### config.mk
export PLATFORM = sky130hd
export DESIGN_NAME = proc_seq_gen
export DESIGN_NICKNAME = d
export VERILOG_FILES = /design/src/rtl/proc_seq_pkg.sv /design/src/rtl/proc_seq_gen_mem.sv /design/src/rtl/proc_seq_gen.sv
export SDC_FILE = /design/constraint.sdc
export NUM_CORES = 1
export LEC_CHECK = 0
export ABC_AREA = 1
export CAP_MARGIN = 10
export CORE_MARGIN = 3
export CORE_UTILIZATION = 35
export DETAILED_ROUTE_END_ITERATION = 10
export PLACE_DENSITY = 0.64
export SYNTH_ARGS = -nofsm -noshare
export SYNTH_HDL_FRONTEND = slang
export SYNTH_HIERARCHICAL = 1
export SYNTH_SLANG_ARGS = --single-unit
### constraint.sdc
create_clock -name clk -period 2.4 [get_ports clk]
set_input_delay 0.36 -clock clk [delete_from_list [all_inputs] [get_ports clk]]
set_output_delay 0.36 -clock clk [all_outputs]
set_load 0.01 [all_outputs]
### src/rtl/proc_seq_pkg.sv
// proc_seq_pkg: shared definitions for the processor stimulus sequencer.
// Holds the op encodings, the sequencer state enum and the helpers that
// locate each field inside a program entry:
//   [validBit] valid | [opBit] op | [addrLsb +: ADDR_W] addr | [DATA_W-1:0] data
package proc_seq_pkg;

  localparam logic OP_READ    = 1'b0;
  localparam logic OP_WRITE   = 1'b1;
  localparam int   LOOP_CNT_W = 16;

  typedef enum logic [2:0] {
    ST_IDLE,
    ST_FETCH,
    ST_REQ,
    ST_WAIT_RESP,
    ST_DONE
  } seqState_e;

  function automatic int instrWidth(input int addrW, input int dataW);
    return 2 + addrW + dataW;
  endfunction

  function automatic int validBit(input int addrW, input int dataW);
    return 1 + addrW + dataW;
  endfunction

  function automatic int opBit(input int addrW, input int dataW);
    return addrW + dataW;
  endfunction

  function automatic int addrLsb(input int dataW);
    return dataW;
  endfunction

endpackage

### src/rtl/proc_seq_gen_mem.sv
// proc_prog_mem: program store for proc_seq_gen.
// DEPTH x INSTR_W, one synchronous write port, one asynchronous read port.
// Contents are deliberately not reset so a program survives rst_n.
// Ports:
//   clk    clock
//   we     write strobe (already qualified by the sequencer)
//   waddr  write index
//   wdata  entry to store
//   raddr  read index (the sequencer pc)
//   rdata  entry at raddr, combinational
module proc_prog_mem #(
  parameter int DEPTH   = 9,
  parameter int INSTR_W = 18,
  parameter int PC_W    = 4
) (
  input  logic               clk,
  input  logic               we,
  input  logic [PC_W-1:0]    waddr,
  input  logic [INSTR_W-1:0] wdata,
  input  logic [PC_W-1:0]    raddr,
  output logic [INSTR_W-1:0] rdata
);

  logic [INSTR_W-1:0] mem [DEPTH];

  always_ff @(posedge clk) begin
    if (we) mem[waddr] <= wdata;
  end

  assign rdata = mem[raddr];

endmodule

### src/rtl/proc_seq_gen.sv
// proc_seq_gen: per-processor stimulus sequencer for the coherence system.
// Runs a loadable program of read/write operations against its cache
// controller over a valid/ready request channel, waits for read data and
// reports completion.
// Optional feature macro: PROC_SEQ_LOOP_EN -- the program repeats forever
// and the loop_cnt output counts completed passes (saturating).
// Ports:
//   clk, rst_n           clock, synchronous active-low reset
//   start                pulse: run program from entry 0 (IDLE/DONE only)
//   prog_we/addr/wdata   program load port (IDLE/DONE only, addr < DEPTH)
//   req_valid/ready      request handshake
//   req_op/addr/data     request payload (data is 0 for reads)
//   req_src              constant PROC_ID
//   resp_valid/data      read response
//   last_rdata           most recent accepted read data
//   busy, done           running / finished (done sticky until start)
//   err_stray            sticky: response seen outside WAIT_RESP
//   pc                   current program index
//   loop_cnt             completed passes (PROC_SEQ_LOOP_EN only)
module proc_seq_gen
  import proc_seq_pkg::*;
#(
  parameter  int ADDR_W  = 8,
  parameter  int DATA_W  = 8,
  parameter  int DEPTH   = 9,
  parameter  int PROC_ID = 0,
  localparam int PC_W    = (DEPTH > 1) ? $clog2(DEPTH) : 1,
  localparam int INSTR_W = instrWidth(ADDR_W, DATA_W)
) (
  input  logic               clk,
  input  logic               rst_n,
  input  logic               start,
  input  logic               prog_we,
  input  logic [PC_W-1:0]    prog_addr,
  input  logic [INSTR_W-1:0] prog_wdata,
  output logic               req_valid,
  input  logic               req_ready,
  output logic               req_op,
  output logic [ADDR_W-1:0]  req_addr,
  output logic [DATA_W-1:0]  req_data,
  output logic [1:0]         req_src,
  input  logic               resp_valid,
  input  logic [DATA_W-1:0]  resp_data,
  output logic [DATA_W-1:0]  last_rdata,
  output logic               busy,
  output logic               done,
  output logic               err_stray,
`ifdef PROC_SEQ_LOOP_EN
  output logic [LOOP_CNT_W-1:0] loop_cnt,
`endif
  output logic [PC_W-1:0]    pc
);

  localparam int VALID_B = validBit(ADDR_W, DATA_W);
  localparam int OP_B    = opBit(ADDR_W, DATA_W);
  localparam int ADDR_L  = addrLsb(DATA_W);

  seqState_e          state, stateNext;
  logic [INSTR_W-1:0] instr;
  logic               idleLike, memWe, lastEntry;
  logic               startRun, latchReq, handshake, advance;

  assign idleLike  = (state == ST_IDLE) || (state == ST_DONE);
  // Loads land before FETCH reads, so a load in the start cycle is seen.
  assign memWe     = prog_we && idleLike && (int'(prog_addr) < DEPTH);
  assign lastEntry = (int'(pc) == DEPTH - 1);
  assign busy      = (state == ST_FETCH) || (state == ST_REQ) || (state == ST_WAIT_RESP);
  assign handshake = (state == ST_REQ) && req_valid && req_ready;
  assign req_src   = 2'(PROC_ID);

  proc_prog_mem #(.DEPTH(DEPTH), .INSTR_W(INSTR_W), .PC_W(PC_W)) uMem (
    .clk   (clk),
    .we    (memWe),
    .waddr (prog_addr),
    .wdata (prog_wdata),
    .raddr (pc),
    .rdata (instr)
  );

  always_ff @(posedge clk) begin
    if (!rst_n) state <= ST_IDLE;
    else        state <= stateNext;
  end

  always_comb begin
    stateNext = state;
    startRun  = 1'b0;
    latchReq  = 1'b0;
    advance   = 1'b0;
    unique case (state)
      ST_IDLE, ST_DONE: if (start) begin
        startRun  = 1'b1;
        stateNext = ST_FETCH;
      end
      ST_FETCH: if (instr[VALID_B]) begin
        latchReq  = 1'b1;
        stateNext = ST_REQ;
      end else begin
        advance = 1'b1;
      end
      ST_REQ: if (handshake) begin
        if (req_op == OP_WRITE) advance = 1'b1;
        else                    stateNext = ST_WAIT_RESP;
      end
      ST_WAIT_RESP: if (resp_valid) advance = 1'b1;
      default: stateNext = ST_IDLE;
    endcase
    if (advance) begin
`ifdef PROC_SEQ_LOOP_EN
      stateNext = ST_FETCH;
`else
      stateNext = lastEntry ? ST_DONE : ST_FETCH;
`endif
    end
  end

  always_ff @(posedge clk) begin
    if (!rst_n) begin
      pc         <= '0;
      req_valid  <= 1'b0;
      req_op     <= 1'b0;
      req_addr   <= '0;
      req_data   <= '0;
      last_rdata <= '0;
      done       <= 1'b0;
      err_stray  <= 1'b0;
`ifdef PROC_SEQ_LOOP_EN
      loop_cnt   <= '0;
`endif
    end else begin
      if (resp_valid && (state != ST_WAIT_RESP)) err_stray <= 1'b1;
      if (startRun) begin
        pc        <= '0;
        done      <= 1'b0;
        err_stray <= 1'b0;
`ifdef PROC_SEQ_LOOP_EN
        loop_cnt  <= '0;
`endif
      end
      if (latchReq) begin
        req_valid <= 1'b1;
        req_op    <= instr[OP_B];
        req_addr  <= instr[ADDR_L +: ADDR_W];
        req_data  <= (instr[OP_B] == OP_WRITE) ? instr[DATA_W-1:0] : '0;
      end
      if (handshake) req_valid <= 1'b0;
      if ((state == ST_WAIT_RESP) && resp_valid) last_rdata <= resp_data;
      if (advance) begin
        if (!lastEntry) begin
          pc <= pc + 1'b1;
        end else begin
`ifdef PROC_SEQ_LOOP_EN
          pc <= '0;
          if (loop_cnt != '1) loop_cnt <= loop_cnt + 1'b1;
`else
          done <= 1'b1;
`endif
        end
      end
    end
  end

endmodule

==> impl_metrics.prom <==
# TYPE chip_impl_metric gauge
chip_impl_metric{name="maximum_number_of_pins_on_one_net_before_global_route_repair",unit=""} 41
chip_impl_metric{name="power_frac_seq",unit="%"} 49.0
chip_impl_metric{name="critPathMaxFanout",unit=""} 40
chip_impl_metric{name="die_area",unit="um^2"} 26060
chip_impl_metric{name="diodes",unit=""} 0
chip_impl_info{name="timing_worst_setup_path_type",value="reg -> out"} 1
chip_impl_metric{name="post_cts_hold_buffer_count",unit=""} 0
chip_impl_metric{name="drt_iter0_drc",unit=""} 575
chip_impl_info{name="cell_at_the_slowest_stage_of_the_critical_path",value="sky130_fd_sc_hd__clkdlybuf4s50_1"} 1
chip_impl_metric{name="stdcell_count",unit=""} 1260
chip_impl_metric{name="initial_core_util",unit="%"} 35.80
chip_impl_metric{name="cp_data_arrival_time",unit="ps"} 1880
chip_impl_info{name="cell_chain_of_the_critical_path",value="buf_6, clkdlybuf4s50_1"} 1
chip_impl_metric{name="port_buffers",unit=""} 68
chip_impl_info{name="cp-start-kind",value="flip-flop"} 1
chip_impl_metric{name="grt_antenna_before_repair",unit=""} 0
chip_impl_metric{name="fmaxAchievable",unit="GHz"} 0.4474
chip_impl_info{name="rsz_0062_raised_after_global_routing",value="false"} 1
chip_impl_metric{name="met2WireLength",unit="um"} 8028
chip_impl_info{name="cp-startpoint",value="pc[0]"} 1
chip_impl_metric{name="core_area",unit="um^2"} 23610
chip_impl_info{name="mostFrequentLayoutCells",value="sky130_fd_sc_hd__nand2_1 (251), sky130_fd_sc_hd__edfxtp_1 (162), sky130_fd_sc_hd__nand3_1 (133), sky130_fd_sc_hd__inv_1 (128), sky130_fd_sc_hd__clkdlybuf4s50_1 (68)"} 1
chip_impl_metric{name="wirelength",unit="um"} 18300
chip_impl_metric{name="io-pin-count",unit=""} 71
chip_impl_metric{name="per_instance_average_area_after_synthesis",unit="um^2"} 9.958
chip_impl_metric{name="setup-tns-final",unit="ps"} 0
chip_impl_info{name="mostFrequentLayoutCell",value="sky130_fd_sc_hd__nand2_1"} 1
chip_impl_metric{name="sw_frac_of_total",unit="%"} 26.79
chip_impl_metric{name="layout.filler_cells",unit=""} 2209
chip_impl_metric{name="globalRouteTotalUtil",unit="%"} 14.34
chip_impl_info{name="cts_root_buffer",value="sky130_fd_sc_hd__clkbuf_16"} 1
chip_impl_metric{name="final_period_minus_worst_setup_slack",unit="ps"} 2235
chip_impl_metric{name="place_hpwl",unit="um"} 12670
chip_impl_metric{name="power_frac_clock",unit="%"} 34.2
chip_impl_metric{name="net_count_reported_at_finish",unit=""} 966
chip_impl_info{name="hp-class",value="reg -> reg"} 1
chip_impl_metric{name="p_leak",unit="nW"} 4.136
chip_impl_metric{name="finalHoldViolCount",unit=""} 0
chip_impl_metric{name="final_max_slew_viol_count",unit=""} 0
chip_impl_metric{name="rrSetupSlack",unit="ps"} 230
chip_impl_metric{name="worst_skew_pair.late_latency",unit="ps"} 440
chip_impl_info{name="result_of_the_run",value="complete, no violations"} 1
chip_impl_metric{name="clkTransAtPathRegs",unit="ps"} 70
chip_impl_metric{name="finalSetupViolCount",unit=""} 0
chip_impl_metric{name="cp_num_buf_inv",unit=""} 2
chip_impl_metric{name="worst-endpoint-required",unit="ps"} 2040
chip_impl_metric{name="fin_crit_sh",unit="%"} 93.14
chip_impl_metric{name="yosys_register_bits",unit=""} 197
chip_impl_info{name="r2r-end",value="req_valid"} 1
chip_impl_metric{name="met3_length",unit="um"} 1345
chip_impl_metric{name="maximum_clock_insertion_buffer_count",unit=""} 2
chip_impl_info{name="routed.top_layer",value="met4"} 1
chip_impl_metric{name="r2r.worst_path.cells",unit=""} 9
chip_impl_metric{name="global_route_wire_length_before_repair",unit="um"} 29100
chip_impl_metric{name="dr_total_vias",unit=""} 5744
chip_impl_metric{name="power.internal",unit="W"} 0.005825
chip_impl_metric{name="globalRouteOverflowTotal",unit=""} 0
chip_impl_metric{name="layout-area-overhead-vs-synth",unit="%"} 20.50
chip_impl_metric{name="num_rows",unit=""} 56
chip_impl_metric{name="post_synth_num_cell_types",unit=""} 29
chip_impl_metric{name="ys_seq_area_share",unit="%"} 65.83
chip_impl_metric{name="detail_route.vias_per_cell",unit=""} 4.559
chip_impl_info{name="crit_path_end",value="pc[0]"} 1
chip_impl_metric{name="first_pass_iters",unit=""} 5
chip_impl_metric{name="floorplan.die.width",unit="um"} 161.4
chip_impl_metric{name="clock-sinks",unit=""} 197
chip_impl_metric{name="drive_gt1_share",unit="%"} 8.395
chip_impl_metric{name="netlist_area",unit="um^2"} 8454
chip_impl_metric{name="synth-warning-count",unit=""} 6
chip_impl_metric{name="critPathMaxStageDelay",unit="ps"} 600
chip_impl_metric{name="gp_congestion",unit=""} 0.8199
chip_impl_metric{name="postSynthCellCount",unit=""} 849
chip_impl_metric{name="worst_ir_drop_vdd",unit="uV"} 491.1
chip_impl_metric{name="numCtsBuffers",unit=""} 17
chip_impl_metric{name="grt_pass1_vias",unit=""} 5359
chip_impl_metric{name="share_comb_of_total_power",unit="%"} 16.8
chip_impl_info{name="cts_tree",value="done"} 1
chip_impl_info{name="worstSetupEndpointType",value="primary output"} 1
chip_impl_metric{name="drt.antenna.violating_nets",unit=""} 0
chip_impl_metric{name="critical_path_depth",unit=""} 2
chip_impl_metric{name="drt_drc_violations_left",unit=""} 0
chip_impl_metric{name="power_per_cell_area",unit="nW/um^2"} 781.0
chip_impl_metric{name="dpl_cells",unit=""} 1228
chip_impl_info{name="path_delay_family",value="buffers and inverters"} 1
chip_impl_metric{name="clock_tree.htree_level_count",unit=""} 4
chip_impl_metric{name="worst_clock_skew",unit="ps"} 12.10
chip_impl_metric{name="maxCapViolCount",unit=""} 0
chip_impl_metric{name="routedLengthMet1",unit="um"} 8791
chip_impl_metric{name="p_sw",unit="W"} 0.002131
chip_impl_metric{name="die-height",unit="um"} 161.4
chip_impl_metric{name="wl_per_cell",unit="um"} 14.52
chip_impl_info{name="worstReg2RegStart",value="pc[1]"} 1
-- timing repair --
item	in CTS	in global routing
setup buffers	0	0
resized for setup	0	2
setup endpoints to repair	0	4
-- synthesized netlist by cell type --
cell type / n / area (um^2)
sky130_fd_sc_hd__clkinv_1: 1 / 3.750
sky130_fd_sc_hd__o31ai_1: 1 / 7.510
sky130_fd_sc_hd__nand4_1: 1 / 6.260
sky130_fd_sc_hd__nor2_8: 1 / 20.02
sky130_fd_sc_hd__nand2_4: 1 / 11.26
sky130_fd_sc_hd__dfxtp_1: 35 / 700.7
sky130_fd_sc_hd__nand4_4: 1 / 21.27
sky130_fd_sc_hd__ha_1: 2 / 25.02
sky130_fd_sc_hd__nor2_4: 1 / 11.26
sky130_fd_sc_hd__xnor2_1: 1 / 8.760
sky130_fd_sc_hd__o21ai_0: 18 / 90.09
sky130_fd_sc_hd__buf_6: 9 / 101.4
sky130_fd_sc_hd__a21oi_1: 13 / 65.06
sky130_fd_sc_hd__nand3_1: 133 / 665.6
sky130_fd_sc_hd__inv_4: 1 / 6.260
sky130_fd_sc_hd__buf_4: 11 / 82.58
sky130_fd_sc_hd__or2_2: 1 / 6.260
sky130_fd_sc_hd__nor2_1: 50 / 187.7
sky130_fd_sc_hd__clkbuf_1: 4 / 15.01
sky130_fd_sc_hd__nand3_2: 2 / 20.02
sky130_fd_sc_hd__inv_6: 1 / 8.760
sky130_fd_sc_hd__nand2_1: 251 / 942.2
sky130_fd_sc_hd__buf_2: 12 / 60.06
sky130_fd_sc_hd__inv_2: 3 / 11.26
sky130_fd_sc_hd__inv_1: 128 / 480.5
sky130_fd_sc_hd__a21oi_2: 2 / 17.52
sky130_fd_sc_hd__nor3_1: 2 / 10.01
sky130_fd_sc_hd__conb_1: 1 / 3.750
sky130_fd_sc_hd__edfxtp_1: 162 / 4865
-- stage by stage --
stage               util (%)  cell area [um^2]  hold WS, ps  power [W]  worst slack, ps
floorplan                  -              8458        458.9   0.004833            278.8
global placement       40.72              9615        456.0   0.005288            164.5
detailed placement     40.72              9615        455.9   0.005302            195.1
CTS                    43.12             10180        466.5   0.008008            12.53
global route           43.14             10190        489.8   0.008346            22.64
finish                 43.14             10190        464.5   0.007956            164.7
-- cell families after synthesis --
kind of cell             share of synthesized area (%)
AO/OA/AOI/OAI                                    2.131
XOR/XNOR                                        0.1036
adder cells (fa/ha/maj)                         0.2959
buffers and inverters                            9.102
flip-flops                                       65.83
other                                          0.04436
AND/OR/NAND/NOR                                  22.50
-- how the worst min path moves through the flow --
stage	start	endpoint	slack (ps)	cells after the start
final	req_data[6]	req_data[6]	460	2
after global routing	req_data[1]	req_data[1]	490	2
after CTS	req_data[6]	req_data[6]	470	2
after detailed placement	req_data[6]	req_data[6]	460	2
after global placement	req_data[6]	req_data[6]	460	2
after floorplan	prog_wdata[0]	uMem/mem[0][0]	460	0
-- state kept, by name, indices dropped and copies added (netlist names) --
signal      count
err_stray       1
pc              4
req_addr        8
req_valid       1
done            1
req_op          1
uMem/mem      162
last_rdata      8
state           3
req_data        8
-- layout make-up --
cell class                 count  area (um^2)  share of cell area (%)
clock inverter                14        137.6                   1.351
sequential                   197         5567                   54.64
inverter                     134        511.7                   5.023
multi-input combinational    483         2143                   21.04
tap                          319        399.1                   3.918
clock buffer                  18        429.2                   4.213
timing repair buffer          95        999.7                   9.813
-- tightest hold or removal path, stage by stage (launching register included) --
cell and delay [ps]:
sky130_fd_sc_hd__dfxtp_1 310, sky130_fd_sc_hd__nand2_1 60, sky130_fd_sc_hd__a21oi_1 50
-- power by group through the flow --
stage          Combinational (W)  Sequential, W  Clock, W
6_report                 0.00133        0.00390   0.00272
5_1_grt                  0.00150        0.00391   0.00293
3_5_place_dp             0.00133        0.00397         0
4_1_cts                  0.00134        0.00390   0.00277
2_1_floorplan           0.000847        0.00399         0
3_3_place_gp             0.00132        0.00397         0
-- routing by layer --
layer | GRT usage (%) | vias to the layer above
li1 | - | 2901
met1 | 20.87 | 2648
met2 | 21.62 | 182
met3 | 3.770 | 13
met4 | 3.168 | 0
met5 | 0 | -
No activity file was read; power rests on OpenSTA's default activity.
